**src/rtl/wback_regfile_if.sv**
```systemverilog
// rtl/wback_regfile_if.sv - W-stage inputs, decode read ports and status outputs of the writeback/regfile block
interface wback_regfile_if;
  logic [1:0]  W_stat;
  logic [3:0]  W_icode;
  logic [63:0] W_valE;
  logic [63:0] W_valM;
  logic [3:0]  W_dstE;
  logic [3:0]  W_dstM;
  logic [3:0]  d_srcA;
  logic [3:0]  d_srcB;
  logic [63:0] d_rvalA;
  logic [63:0] d_rvalB;
  logic [1:0]  Stat;
  logic        halted;
  logic [63:0] icount;

  modport master (
    output W_stat, W_icode, W_valE, W_valM, W_dstE, W_dstM, d_srcA, d_srcB,
    input  d_rvalA, d_rvalB, Stat, halted, icount
  );

  modport slave (
    input  W_stat, W_icode, W_valE, W_valM, W_dstE, W_dstM, d_srcA, d_srcB,
    output d_rvalA, d_rvalB, Stat, halted, icount
  );
endinterface

```
**src/rtl/wback_regfile.sv**
```systemverilog
// rtl/wback_regfile.sv - Y86-64 writeback stage, 15x64 register file, sticky status and retire counter
module wback_regfile (
  input  logic            clk,
  input  logic            rst_n,
  wback_regfile_if.slave  wb
);

  localparam logic [1:0] STAT_AOK = 2'b00;
  localparam logic [1:0] STAT_HLT = 2'b01;
  localparam logic [3:0] RNONE    = 4'hF;
  localparam logic [3:0] I_NOP    = 4'h1;

  logic [63:0] regs [0:14];
  logic [1:0]  stat_q;
  logic        halted_q;
  logic [63:0] icount_q;
  logic        commit;
  logic        retire;

  assign commit = (wb.W_stat == STAT_AOK) && !halted_q;
  assign retire = !halted_q &&
                  (((wb.W_stat == STAT_AOK) && (wb.W_icode != I_NOP)) ||
                   (wb.W_stat == STAT_HLT));

  // dstM is checked first so that a dstE/dstM collision writes valM (popq %rsp)
  always_ff @(posedge clk or negedge rst_n) begin
    if (!rst_n) begin
      for (int i = 0; i < 15; i++) regs[i] <= '0;
    end else if (commit) begin
      for (int i = 0; i < 15; i++) begin
        if (wb.W_dstM == 4'(i))
          regs[i] <= wb.W_valM;
        else if (wb.W_dstE == 4'(i))
          regs[i] <= wb.W_valE;
      end
    end
  end

  always_ff @(posedge clk or negedge rst_n) begin
    if (!rst_n) begin
      stat_q   <= STAT_AOK;
      halted_q <= 1'b0;
      icount_q <= '0;
    end else if (!halted_q) begin
      if (wb.W_stat != STAT_AOK) begin
        stat_q   <= wb.W_stat;
        halted_q <= 1'b1;
      end
      if (retire)
        icount_q <= icount_q + 64'd1;
    end
  end

  always_comb begin
    wb.d_rvalA = '0;
    wb.d_rvalB = '0;
    if (wb.d_srcA != RNONE) wb.d_rvalA = regs[wb.d_srcA];
    if (wb.d_srcB != RNONE) wb.d_rvalB = regs[wb.d_srcB];
  end

  assign wb.Stat   = stat_q;
  assign wb.halted = halted_q;
  assign wb.icount = icount_q;

endmodule

```
**src/flat_wrapper.sv**
```systemverilog
// flat-port wrapper written by rule: the top's interface ports become plain ports
module wback_regfile_flat 
  (clk, rst_n, wb_W_stat, wb_W_icode, wb_W_valE, wb_W_valM, wb_W_dstE, wb_W_dstM, wb_d_srcA, wb_d_srcB, wb_d_rvalA, wb_d_rvalB, wb_Stat, wb_halted, wb_icount);
  wback_regfile_if wb_i ();
  input  logic clk;
  input  logic rst_n;
  input wire logic [$bits(wb_i.W_stat)-1:0] wb_W_stat;
  input wire logic [$bits(wb_i.W_icode)-1:0] wb_W_icode;
  input wire logic [$bits(wb_i.W_valE)-1:0] wb_W_valE;
  input wire logic [$bits(wb_i.W_valM)-1:0] wb_W_valM;
  input wire logic [$bits(wb_i.W_dstE)-1:0] wb_W_dstE;
  input wire logic [$bits(wb_i.W_dstM)-1:0] wb_W_dstM;
  input wire logic [$bits(wb_i.d_srcA)-1:0] wb_d_srcA;
  input wire logic [$bits(wb_i.d_srcB)-1:0] wb_d_srcB;
  output wire logic [$bits(wb_i.d_rvalA)-1:0] wb_d_rvalA;
  output wire logic [$bits(wb_i.d_rvalB)-1:0] wb_d_rvalB;
  output wire logic [$bits(wb_i.Stat)-1:0] wb_Stat;
  output wire logic [$bits(wb_i.halted)-1:0] wb_halted;
  output wire logic [$bits(wb_i.icount)-1:0] wb_icount;
  assign wb_i.W_stat = wb_W_stat;
  assign wb_i.W_icode = wb_W_icode;
  assign wb_i.W_valE = wb_W_valE;
  assign wb_i.W_valM = wb_W_valM;
  assign wb_i.W_dstE = wb_W_dstE;
  assign wb_i.W_dstM = wb_W_dstM;
  assign wb_i.d_srcA = wb_d_srcA;
  assign wb_i.d_srcB = wb_d_srcB;
  assign wb_d_rvalA = wb_i.d_rvalA;
  assign wb_d_rvalB = wb_i.d_rvalB;
  assign wb_Stat = wb_i.Stat;
  assign wb_halted = wb_i.halted;
  assign wb_icount = wb_i.icount;
  wback_regfile u_core (.clk(clk), .rst_n(rst_n), .wb(wb_i));
endmodule
```
**config.mk**
```make
export PLATFORM = sky130hd
export DESIGN_NAME = wback_regfile_flat
export DESIGN_NICKNAME = d
export VERILOG_FILES = /design/src/rtl/wback_regfile_if.sv /design/src/rtl/wback_regfile.sv /design/src/flat_wrapper.sv
export SDC_FILE = /design/constraint.sdc
export NUM_CORES = 2
export LEC_CHECK = 0
export CELL_PAD_IN_SITES_DETAIL_PLACEMENT = 1
export CELL_PAD_IN_SITES_GLOBAL_PLACEMENT = 2
export CORE_AREA = 2 2 399 401
export CTS_CLUSTER_SIZE = 16
export DETAILED_ROUTE_END_ITERATION = 8
export DIE_AREA = 0 0 401 403
export PLACE_DENSITY_LB_ADDON = 0.05
export RECOVER_POWER = 25
export SLEW_MARGIN = 20
export SYNTH_ARGS = -nofsm -noshare
export SYNTH_HDL_FRONTEND = slang
export SYNTH_SLANG_ARGS = --single-unit
```
**constraint.sdc**
```tcl
create_clock -name clk -period 4.2 [get_ports clk]
set_input_delay 1.26 -clock clk [delete_from_list [all_inputs] [get_ports clk]]
set_output_delay 1.26 -clock clk [all_outputs]
set_load 0.03 [all_outputs]
```
==> flow_metrics.tcl <==
set metrics [dict create \
    ctsHoldBuffers 0 \
    synth_edf_count 0 \
    grt_pass1_vias 53581 \
    worst_pin_slew_ps 2241 \
    status "finished, violations left" \
    ir_worst_vdd_v 0.0004092 \
    rsz0062_at_grt "true" \
    rows 146 \
    die_area_um2 161600 \
    comb_power_share 0.136 \
    p_sw_uw 6827 \
    drc 0 \
    crit_chain "buf_16, buf_16, buf_12, mux4_2, mux4_2, buf_12" \
    cts_tree "yes" \
    design_area_um2 77300 \
    insertion_delay_ps 770 \
    core_um2 157500 \
    wl_per_cell_um 31.13 \
    yosysTopAreaCellShare 0.4115 \
    fmax_ghz 0.2337 \
    cts.clk_slew.worst_paths_ps 60 \
    slowest_stage "mux4_2" \
    detailed_place.area_um2 71690 \
    synth_fp_nets 6056 \
    skew_ps 12.82 \
    cap_violations 3 \
    critPathCaptureType "primary output" \
    synth_top_family_by_area "multiplexers" \
    ys_seq_area_frac 0.4115 \
    synthesis.area_um2 62450 \
    initial_core_util 0.3966 \
    ys_types 44 \
    cp-start-kind "primary input" \
    hold_violations 0 \
    finalMaxSlewViolations 115 \
    grt-ovfl-total 0 \
    ios 347 \
    clockBufferDepth 3 \
    nNetsFinal 6326 \
    syn2layout_area_growth_pct 23.76 \
    synth_area_leaders "dfrtp_1 41%, mux2i_1 20%, mux4_2 15%" \
    setup_violations 16 \
    grt_max_degree 113 \
    yosysTopAreaCell "dfrtp_1" \
    track_usage 0.3182 \
    cpPeakStageDelay_ps 580 \
    fin_ws_ps -78.60 \
    setup_tns_ps -527.3 \
    min_path_type "register to register" \
    port_buffers 346 \
    ys_seq_elements 1027 \
    synth_cells 5903 \
    dr.first_iter.drc_count 4097 \
    failed_checks "max-capacitance violations, max-slew violations, negative setup slack" \
    yosys.area_share.simple 0.08248 \
    p_int_uw 18140 \
    cp.required_ps 2940 \
    synth_xor_area_frac 0.008835 \
    synth_compound_area_frac 0.1041 \
    crit_type "primary input to primary output" \
    synth_mux_area_frac 0.3480 \
    sequentialPowerShare 0.410 \
    cellPowerDensity_nw_per_um2 322.9 \
    avgSynthCellArea_um2 10.58 \
    final_common_cell "mux2i_1" \
    synth-adder-area-share 0.0002003 \
    timing.final.crit_share 1.019 \
    final_util 0.4909 \
    grt_pass1_wl_um 381100 \
    cts_sinks 1027 \
    antenna_left 0 \
    avgViaCountPerCell 6.098 \
    antenna_found_initial 21 \
    cts-buffers-inserted 133 \
    ys_warn_count 0 \
    p_sw_frac 0.2735 \
    synth-main-ff-cell "dfrtp_1" \
    drt_wl_total_um 260100 \
    dr.pass1.iters 6 \
    final_cell_mix "1213 x mux2i_1, 1027 x dfrtp_1, 861 x nand2_1" \
    hpwl_um 155700 \
    slew_headroom -0.4943 \
    async_flop_share 1.000 \
    htreeDepth 4 \
    fin_crit_ps 4279 \
    die_w_um 401 \
    worst-path-max-fanout 6 \
    drive_gt1_frac 0.2050 \
    power_frac_clock 0.455 \
    cts_root_buf "clkbuf_16" \
    place.gp.congestion 0.7997 \
    vias 50934 \
    die_y_um 403 \
    crit_arrival_ps 3020 \
    leakagePower_uw 0.03289 \
]
Yosys cell counts (21+ instances only):
cell type / number
mux2i_1: 1230
dfrtp_1: 1027
nand2_1: 865
o21ai_0: 803
mux4_2: 418
clkbuf_1: 370
nor2_1: 281
a21oi_1: 262
buf_2: 212
o22ai_1: 94
o211ai_1: 46
o21ai_1: 40
xnor2_1: 32
xor2_1: 31
nor3_1: 30
buf_4: 28
nand3_1: 21
cell type report:
type,count,area [µm²]
clock buffers,206,3936
flip-flops and latches,1027,25700
fillers,16492,80170
repair buffers,766,10030
clock inverters,25,261.5
well taps,2072,2592
inverters,13,48.80
multi-input cells,4232,34700
diodes,12,30.03
what timing repair did:
action	4_1_cts	5_1_grt
pin swaps	9	19
buffers inserted	21	16
gates cloned	12	10
endpoints found under the setup margin	105	112
resized for setup	93	112
hold endpoints to repair	0	0
worst paths after layout:
kind	startpoint	slack (ps)	end	depth (start not counted)
max reg2reg	u_core.wb.halted$_DFF_PN0_	1890	u_core.regs[456]$_DFFE_PN0P_	7
max	wb_d_srcA[0]	-80	wb_d_rvalA[2]	6
max in group asynchronous	rst_n	440	u_core.wb.icount[13]$_DFFE_PN0P_	3
min reg2reg	u_core.wb.icount[63]$_DFFE_PN0P_	460	u_core.wb.icount[63]$_DFFE_PN0P_	1
min	u_core.wb.icount[63]$_DFFE_PN0P_	460	u_core.wb.icount[63]$_DFFE_PN0P_	1
min in group asynchronous	rst_n	1160	u_core.regs[573]$_DFFE_PN0P_	1
per-stage QoR:
stage / std cells / total power, µW / hold WS, ps / worst slack, ps
6_report: 8353 / 24960 / 462.7 / -78.60
5_1_grt: 8347 / 25800 / 506.4 / -70.31
4_1_cts: 8319 / 25120 / 468.2 / -75.64
3_5_place_dp: 8057 / 13610 / 459.1 / -197.7
3_3_place_gp: 8057 / 13560 / 456.8 / -202.8
2_1_floorplan: 5903 / 11970 / 460.9 / -7.406
logic make-up (layout without fill, tap and decap cells):
| logic type | count (synthesis) | after routing |
|---|---|---|
| and+or+nand+nor | 1271 | 1271 |
| xor gates and xnor gates | 63 | 63 |
| other | 0 | 12 |
| adders and majority gates | 1 | 1 |
| DFF | 1027 | 1027 |
| buffers and inverters | 644 | 1010 |
| AOI/OAI and AO/OA | 1248 | 1248 |
| muxes | 1649 | 1649 |
critical path: cells and delay by family:
family                 cells  cell delay, ps
multiplexers               2            1070
buffers and inverters      4             630
flip-flops by register name (all words and copies together) (netlist names):
| name | cells |
|---|---|
| u_core.wb.icount | 64 |
| u_core.regs | 960 |
| u_core.wb.halted | 1 |
| u_core.wb.Stat | 2 |
power groups by stage:
stage / registers (µW) / clock network (µW) / logic, µW
floorplan: 10300 / 0 / 1620
global placement: 10400 / 0 / 3170
detailed placement: 10400 / 0 / 3210
CTS: 10200 / 11600 / 3340
global route: 10200 / 12000 / 3590
finish: 10200 / 11300 / 3390
layer usage:
layer	track usage	vias up	share of wire
met5	0	-	0.00052
li1	-	22005	-
met4	0.09057	22	0.028
met1	0.4511	27001	0.45
met2	0.5071	1483	0.47
met3	0.04731	423	0.054
Note: power is estimated with default switching activity, not from simulation.
